### src/rtl/minmax_stream_reducer.sv
// -----------------------------------------------------------------------------
// minmax_stream_reducer
//
// Purpose:
//   Multi-cycle stream reduction unit. After a start pulse it accepts `count`
//   operands over a valid/ready handshake and reports the minimum and maximum
//   sample together with the 0-based index of each. Comparison is signed or
//   unsigned as selected by sign_ctrl, which is latched at start. Results are
//   held in DONE until the consumer accepts them. They remain on the outputs
//   after that, until the first sample of the next reduction overwrites them.
//
// Optional feature (compile-time macro MINMAX_ABORT_EN):
//   Adds an `abort` input and an `aborted` status output. When abort is high
//   in ACCUM, the unit terminates early. A transfer in the same cycle is
//   accepted first.
//
// Ports:
//   clk        in   system clock, rising edge
//   rst_n      in   synchronous active-low reset
//   start      in   begin a reduction (sampled only in IDLE)
//   count      in   [CNT_W]  number of samples, latched on start
//   sign_ctrl  in   0 = unsigned compare, 1 = signed compare, latched on start
//   in_valid   in   in_data valid
//   in_ready   out  unit accepts in_data this cycle (high in ACCUM)
//   in_data    in   [DATA_W] sample
//   out_valid  out  results valid and held (high in DONE)
//   out_ready  in   consumer accepts results
//   min_val    out  [DATA_W] minimum sample
//   max_val    out  [DATA_W] maximum sample
//   min_idx    out  [CNT_W]  index of the minimum
//   max_idx    out  [CNT_W]  index of the maximum
//   busy       out  high in ACCUM or DONE
//   abort      in   (MINMAX_ABORT_EN only) terminate the reduction early
//   aborted    out  (MINMAX_ABORT_EN only) last reduction was aborted
// -----------------------------------------------------------------------------
module minmax_stream_reducer #(
    parameter int DATA_W = 32,
    parameter int CNT_W  = 16
) (
    input  logic              clk,
    input  logic              rst_n,
    input  logic              start,
    input  logic [CNT_W-1:0]  count,
    input  logic              sign_ctrl,
    input  logic              in_valid,
    output logic              in_ready,
    input  logic [DATA_W-1:0] in_data,
    output logic              out_valid,
    input  logic              out_ready,
    output logic [DATA_W-1:0] min_val,
    output logic [DATA_W-1:0] max_val,
    output logic [CNT_W-1:0]  min_idx,
    output logic [CNT_W-1:0]  max_idx,
    output logic              busy
`ifdef MINMAX_ABORT_EN
    ,
    input  logic              abort,
    output logic              aborted
`endif
);

    typedef enum logic [1:0] {
        S_IDLE  = 2'd0,
        S_ACCUM = 2'd1,
        S_DONE  = 2'd2
    } state_t;

    state_t              state_q, state_d;
    logic [CNT_W-1:0]    cnt_q, cnt_d;
    logic [CNT_W-1:0]    len_q, len_d;
    logic                sign_q, sign_d;
    logic [DATA_W-1:0]   min_q, min_d;
    logic [DATA_W-1:0]   max_q, max_d;
    logic [CNT_W-1:0]    min_idx_q, min_idx_d;
    logic [CNT_W-1:0]    max_idx_q, max_idx_d;
`ifdef MINMAX_ABORT_EN
    logic                aborted_q, aborted_d;
`endif

    logic                xfer;
    logic                last_xfer;
    logic                start_ok;
    logic [CNT_W-1:0]    cnt_inc;

    // a < b under the selected interpretation (two's complement or magnitude)
    function automatic logic less_than(input logic [DATA_W-1:0] a,
                                       input logic [DATA_W-1:0] b,
                                       input logic              is_signed);
        logic signed [DATA_W-1:0] sa;
        logic signed [DATA_W-1:0] sb;
        sa = a;
        sb = b;
        return is_signed ? (sa < sb) : (a < b);
    endfunction

    // in_ready is decoded from state, so a transfer is simply in_valid in ACCUM
    assign xfer      = (state_q == S_ACCUM) && in_valid;
    assign cnt_inc   = cnt_q + 1'b1;
    // The counter never exceeds len-1 before this fires, so cnt_inc cannot wrap
    assign last_xfer = xfer && (cnt_inc == len_q);
    assign start_ok  = (state_q == S_IDLE) && start && (count != '0);

    // ---------------- state register ----------------
    always_ff @(posedge clk) begin
        if (!rst_n) begin
            state_q <= S_IDLE;
        end else begin
            state_q <= state_d;
        end
    end

    // ---------------- next-state logic ----------------
    always_comb begin
        state_d = state_q;
        unique case (state_q)
            S_IDLE: begin
                if (start_ok) begin
                    state_d = S_ACCUM;
                end
            end
            S_ACCUM: begin
                if (last_xfer) begin
                    state_d = S_DONE;
                end
`ifdef MINMAX_ABORT_EN
                if (abort) begin
                    state_d = S_DONE;
                end
`endif
            end
            S_DONE: begin
                if (out_ready) begin
                    state_d = S_IDLE;
                end
            end
            default: state_d = S_IDLE;
        endcase
    end

    // ---------------- state-decoded outputs ----------------
    always_comb begin
        in_ready  = 1'b0;
        out_valid = 1'b0;
        busy      = 1'b0;
        unique case (state_q)
            S_ACCUM: begin
                in_ready = 1'b1;
                busy     = 1'b1;
            end
            S_DONE: begin
                out_valid = 1'b1;
                busy      = 1'b1;
            end
            default: ;
        endcase
    end

    // ---------------- reduction datapath ----------------
    always_comb begin
        cnt_d     = cnt_q;
        len_d     = len_q;
        sign_d    = sign_q;
        min_d     = min_q;
        max_d     = max_q;
        min_idx_d = min_idx_q;
        max_idx_d = max_idx_q;
`ifdef MINMAX_ABORT_EN
        aborted_d = aborted_q;
`endif

        if (start_ok) begin
            len_d  = count;
            sign_d = sign_ctrl;
            cnt_d  = '0;
`ifdef MINMAX_ABORT_EN
            aborted_d = 1'b0;
`endif
        end

        if (xfer) begin
            cnt_d = cnt_inc;
            if (cnt_q == '0) begin
                // The first sample seeds both extremes
                min_d     = in_data;
                max_d     = in_data;
                min_idx_d = '0;
                max_idx_d = '0;
            end else begin
                // Strict compares keep the earliest index on ties
                if (less_than(in_data, min_q, sign_q)) begin
                    min_d     = in_data;
                    min_idx_d = cnt_q;
                end
                if (less_than(max_q, in_data, sign_q)) begin
                    max_d     = in_data;
                    max_idx_d = cnt_q;
                end
            end
        end

`ifdef MINMAX_ABORT_EN
        if ((state_q == S_ACCUM) && abort) begin
            aborted_d = 1'b1;
            // With nothing accepted, the held results are from an earlier
            // run, so clear them rather than report stale values.
            if (!xfer && (cnt_q == '0)) begin
                min_d     = '0;
                max_d     = '0;
                min_idx_d = '0;
                max_idx_d = '0;
            end
        end
`endif
    end

    always_ff @(posedge clk) begin
        if (!rst_n) begin
            cnt_q     <= '0;
            len_q     <= '0;
            sign_q    <= 1'b0;
            min_q     <= '0;
            max_q     <= '0;
            min_idx_q <= '0;
            max_idx_q <= '0;
`ifdef MINMAX_ABORT_EN
            aborted_q <= 1'b0;
`endif
        end else begin
            cnt_q     <= cnt_d;
            len_q     <= len_d;
            sign_q    <= sign_d;
            min_q     <= min_d;
            max_q     <= max_d;
            min_idx_q <= min_idx_d;
            max_idx_q <= max_idx_d;
`ifdef MINMAX_ABORT_EN
            aborted_q <= aborted_d;
`endif
        end
    end

    assign min_val = min_q;
    assign max_val = max_q;
    assign min_idx = min_idx_q;
    assign max_idx = max_idx_q;
`ifdef MINMAX_ABORT_EN
    assign aborted = aborted_q;
`endif

endmodule

### config.mk
export PLATFORM = sky130hd
export DESIGN_NAME = minmax_stream_reducer
export DESIGN_NICKNAME = d
export VERILOG_FILES = /design/src/rtl/minmax_stream_reducer.sv
export SDC_FILE = /design/constraint.sdc
export NUM_CORES = 1
export LEC_CHECK = 0
export ABC_AREA = 1
export CAP_MARGIN = 10
export CORE_MARGIN = 8
export CORE_UTILIZATION = 45
export DETAILED_ROUTE_END_ITERATION = 8
export HOLD_SLACK_MARGIN = 0.15
export PLACE_DENSITY = 0.71
export REMOVE_ABC_BUFFERS = 1
export SYNTH_ARGS = -nofsm -noshare
export SYNTH_HDL_FRONTEND = slang
export SYNTH_SLANG_ARGS = --single-unit
### constraint.sdc
create_clock -name clk -period 3.8 [get_ports clk]
set_input_delay 0.76 -clock clk [delete_from_list [all_inputs] [get_ports clk]]
set_output_delay 0.76 -clock clk [all_outputs]
set_load 0.02 [all_outputs]
* Yosys cells after proc, flatten, opt, wreduce, memory -nomap -nowiden *
Index checks and enable logic that the tools add are counted.

cells by class
  add/subtract/negate cells = 1
  $mul = 0
  div/mod/pow operators = 0
  magnitude comparators = 4
  equal/unequal tests = 6
  shift-type cells = 0
  muxes and demuxes = 19
  bitwise operators = 0
  reduce and logical (&&, ||, !) cells = 14

operator list
  kind                     number
  $lt A32 B32 Y1           4
  $mux W32                 4
  $mux W16                 6
  $add A16 B1 Y16 const B  1
  $eq A16 B16 Y1           1
  $logic_not A16 Y1        1
  $reduce_bool A16 Y1      1
  $mux W2                  3
  $ne A2 B2 Y1 const B     3
  $pmux W2 S3              1
  $reduce_bool A2 Y1       3
  $mux W1                  5
  $logic_and A1 B1 Y1      4
  $reduce_and A2 Y1        2
  $reduce_and A3 Y1        1
  $eq A2 B1 Y1 const B     1
  $eq A2 B2 Y1 const B     1
  $logic_not A2 Y1         1
  $reduce_or A2 Y1         1

storage, ports and cells
  register bits after elaboration = 131
  bits in latches = 0
  RAM bits = 0
  bits in read-only memories = 0
  input port bits = 54
  output and inout bits = 99
  logic and storage cells = 52
  memories kept = 0

* Logic depth before layout (Yosys ltp) *
  word-level depth = 5
  depth in mapped cells = 19
  gate-level depth less buffers = 18

* Least setup slack after synthesis *
OpenSTA, ideal clock, no wires.

  path kind = input-to-reg
  start = in in_data[27]
  end = reg max_q[29] (netlist: max_val[29])
  setup time = 0.115 ns
  arrival time = 2.277 ns
  data required time = 3.685 ns
  setup slack = 1.408 ns
  stages on the path = 13
  path buffers = 2
  cell sequence = inv_1 -> ha_1 -> a21oi_1 -> o21ai_0 -> a21o_1 -> a21oi_1 -> nand2_1 -> nand2_1 -> nand3_2 -> buf_4 -> buf_6 -> a21oi_1 -> nor2_1

between the ends
  longest elaborated chain between the ends = 4
  elaborated cells between the ends (all ways) = 5
  classes of those cells = order compare: 2; mux: 1; reduce/logical: 2

RTL lines
  what                                   line  source
  from (decl)                            47    input logic [DATA_W-1:0] in_data,
  $lt A32 B32 Y1                         93    return is_signed ? (sa < sb) : (a < b);
  $mux W1 *                              93
  $reduce_bool A2 Y1 (no source line) *  --
  $reduce_and A2 Y1 (no source line) *   --
  to (signal assigned)                   233   max_q <= max_d;
  to (decl)                              73    logic [DATA_W-1:0] max_q, max_d;

Mark *: on every way between the ends. The rest lies on a longest branch, timed or not.
A chain may end at the register's enable or synchronous reset.

* Final worst setup path *
  start = in in_data[31]
  end = reg max_idx_q[8] (netlist: max_idx[8])

between the ends
  longest elaborated chain between the ends = 4
  elaborated cells between the ends (all ways) = 5
  classes of those cells = order compare: 2; mux: 1; reduce/logical: 2

RTL lines
  what                                   line  source
  $lt A32 B32 Y1                         93
  $mux W1 *                              93
  $reduce_bool A2 Y1 (no source line) *  --
  $reduce_and A2 Y1 (no source line) *   --
  to (signal assigned)                   235   max_idx_q <= max_idx_d;
  to (decl)                              75    logic [CNT_W-1:0] max_idx_q, max_idx_d;

Marks and branches as above.

==> impl_metrics.env <==
export IMPL_outcome="finished clean"
export IMPL_setup_tns_ns=0
export IMPL_whs_endpoint="len_q[13]$_SDFFE_PN0P_"
export IMPL_worst_slew_pin_slew_ns=0.6108
export IMPL_criticalPathCategory="input pin to flip-flop"
export IMPL_grt_pass1_wl_mm=34.11
export IMPL_post_dp_hpwl_mm=15.04
export IMPL_route_detailed_drc=0
export IMPL_netlist_instances=1138
export IMPL_area_growth_pct=30.09
export IMPL_dp_cells=1462
export IMPL_crit_top_cell="nand2_1"
export IMPL_stdcell_count=1493
export IMPL_cts_clk_slew_worst_paths_ns=0.06
export IMPL_cts_tree="built"
export IMPL_min_from="len_q[13]$_SDFFE_PN0P_"
export IMPL_place_area_mm2=0.009329
export IMPL_worst_setup_path_start_kind="input pin"
export IMPL_finalHoldViolCount=0
export IMPL_die_h_um=146.6
export IMPL_pre_cts_ws_ns=0.3806
export IMPL_numPortBuffers=152
export IMPL_cp_top_family="simple AND/OR/NAND/NOR gates"
export IMPL_fillerInstances=1583
export IMPL_hold_path_class="flip-flop to flip-flop"
export IMPL_path_buf_inv=3
export IMPL_cpPeakStageDelay_ns=0.49
export IMPL_min_path_cells=2
export IMPL_cp_max_fo=16
export IMPL_cts_hold_buffers=0
export IMPL_wirelength_mm=20.83
export IMPL_clock_skew_ns=0.009265
export IMPL_clock_sinks=131
export IMPL_cts_max_level=4
export IMPL_gp_congestion=0.8976
export IMPL_synthesis_area_mm2=0.007671
export IMPL_antenna_cells=0
export IMPL_finalSetupViolCount=0
export IMPL_grt_max_degree=67
export IMPL_grt_usage_pct=19.12
export IMPL_path_cells="clkdlybuf4s50_1 -> inv_1 -> ha_1 -> nand2_1 -> nor2_1 -> nand2_1 -> nor4_1 -> nand2_1 -> nand3_1 -> nand3_4 -> buf_4 -> a21oi_1 -> nor2_1"
export IMPL_antenna_left=0
export IMPL_synth_cell_types=34
export IMPL_rr_endpoint="max_idx[8]$_SDFFE_PN0P_"
export IMPL_ff2ff_setup_slack_ns=1.40
export IMPL_grt_pass1_vias=6892
export IMPL_yosys_warnings=0
export IMPL_crit_path_end_kind="flip-flop"
export IMPL_fin_crit_sh_pct=78.48
export IMPL_overflow=0
export IMPL_async_reset_ff_share_pct=0
export IMPL_final_util_pct=59.97
export IMPL_die_area_mm2=0.02148
export IMPL_fin_nets=1383
export IMPL_p_leak_nw=4.308
export IMPL_clock_path_buffers=2
export IMPL_antenna_found_initial=0
export IMPL_maxSlewHeadroom_pct=59.28
export IMPL_die_w_um=146.6
export IMPL_io_pins=153
export IMPL_wire_per_inst_um=13.95
export IMPL_fp_coreArea_mm2=0.01664
export IMPL_finalCriticalPeriod_ns=2.982
export IMPL_insertion_delay_ns=0.42
export IMPL_num_rows=47
export IMPL_rsz0062_at_grt="false"
export IMPL_timing_rr_start="max_val[31]$_SDFFE_PN0P_"
export IMPL_yosysSeqAreaShare_pct=34.19
export IMPL_p_total_mw=5.988
export IMPL_critPathArrivalTime_ns=3.29
export IMPL_initial_core_util_pct=46.09
export IMPL_drtIter0Drc=511
export IMPL_cts_buffers=17
export IMPL_reg2regPathDepth=11
export IMPL_postLayoutCellArea_mm2=0.009980
export IMPL_dr_pass1_iters=5
export IMPL_slew_viol_final=0
export IMPL_via_count=7494
export IMPL_drive_gt1_share_pct=4.870
export IMPL_post_cts_resize_count=0
export IMPL_yosys_register_bits=131
export IMPL_avgSynthCellArea_um2=6.741
export IMPL_clock_root_buffer="clkbuf_16"
export IMPL_whs_ns=0.4718
export IMPL_maxCapViolCount=0
export IMPL_postCtsSetupRepairBufs=0
export IMPL_power_density_mw_per_mm2=600.0
export IMPL_synth_ff_type="dfxtp_1"
export IMPL_ir_drop_mv=0.3495
export IMPL_max_clock_freq_ghz=0.3353
export IMPL_worst_slack_ns=0.8177
export IMPL_synth_edf_count=0
export IMPL_routed_via_density=5.019
export IMPL_required_ns=4.10
export IMPL_slowest_stage="clkdlybuf4s50_1"
[tightest hold or removal path, delay by kind of cell (launching register included)]
| family | cells | cell delay [ns] |
|---|---|---|
| AO/OA/AOI/OAI | 1 | 0.05 |
| buffers and inverters | 1 | 0.06 |
| flip-flops | 1 | 0.31 |
[flip-flops by register name (all words and copies together) (netlist names)]
register,cells
cnt_q,16
len_q,16
max_idx,16
max_val,32
min_idx,16
min_val,32
sign_q,1
state_q,2
[synthesized netlist by cell type, types with 13 or more instances]
master	number	area, µm²
dfxtp_1	131	2623
nand3_1	126	630.6
a21oi_1	146	730.7
clkbuf_1	23	86.33
buf_2	13	65.06
inv_1	123	461.7
o21ai_0	24	120.1
buf_1	14	52.55
nor2_1	152	570.6
ha_1	68	850.8
nand2_1	251	942.2
[power breakdown]
group | total [mW] | leakage [nW] | switching, mW | internal [mW]
combinational | 2.29 | 2.92 | 1.30 | 0.998
sequential | 1.88 | 1.07 | 0.214 | 1.67
clock | 1.81 | 0.316 | 0.600 | 1.21
[area by class of cell]
class                      instances  area, µm²  area share (%)
multi-input combinational        823       4293           43.02
sequential                       131       2623           26.28
timing repair buffer             163       1664           16.68
clock buffer                      22      474.2           4.752
inverter                         125      474.2           4.752
tap                              220      275.3           2.758
clock inverter                     9      176.4           1.768
[metal layers]
metal	share of wire (%)	GRT usage, %	up-vias	routed length (µm)
met4	1.3	5.307	0	273
met2	48	32.41	188	9935
met3	5.1	4.357	23	1053
li1	-	-	3936	-
met1	46	23.79	3347	9569
met5	0	0	-	0
[how the worst max path moves through the flow]
stage / start / end / slack (ns) / cells after the start
2_1_floorplan: in_data[27] / max_idx[0]$_SDFFE_PN0P_ / 0.55 / 13
3_3_place_gp: in_data[31] / max_idx[13]$_SDFFE_PN0P_ / 0.38 / 15
3_5_place_dp: in_data[31] / max_idx[12]$_SDFFE_PN0P_ / 0.38 / 13
4_1_cts: in_data[31] / max_idx[8]$_SDFFE_PN0P_ / 0.77 / 13
5_1_grt: in_data[31] / max_idx[13]$_SDFFE_PN0P_ / 0.53 / 15
6_report: in_data[31] / max_idx[8]$_SDFFE_PN0P_ / 0.82 / 13
[cells by family (layout without fill, tap and decap cells)]
family	count (synthesis)	after routing	synth area share (%)
AO/OA/AOI/OAI	181	181	12.10
flip-flops	131	131	34.19
XOR/XNOR	6	6	1.044
AND/OR/NAND/NOR	568	568	31.53
buffers and inverters	184	319	10.05
adder cells (fa/ha/maj)	68	68	11.09
[placed cells by master, fill, tap and decap left out, types with 17 or more instances in the layout]
master           instances
ha_1                    68
clkdlybuf4s50_1        151
a21oi_1                146
o21ai_0                 24
inv_1                  123
dfxtp_1                131
nand2_1                251
nor2_1                 152
nand3_1                126
clkbuf_16               17
Power figures use the tool's default switching activity.
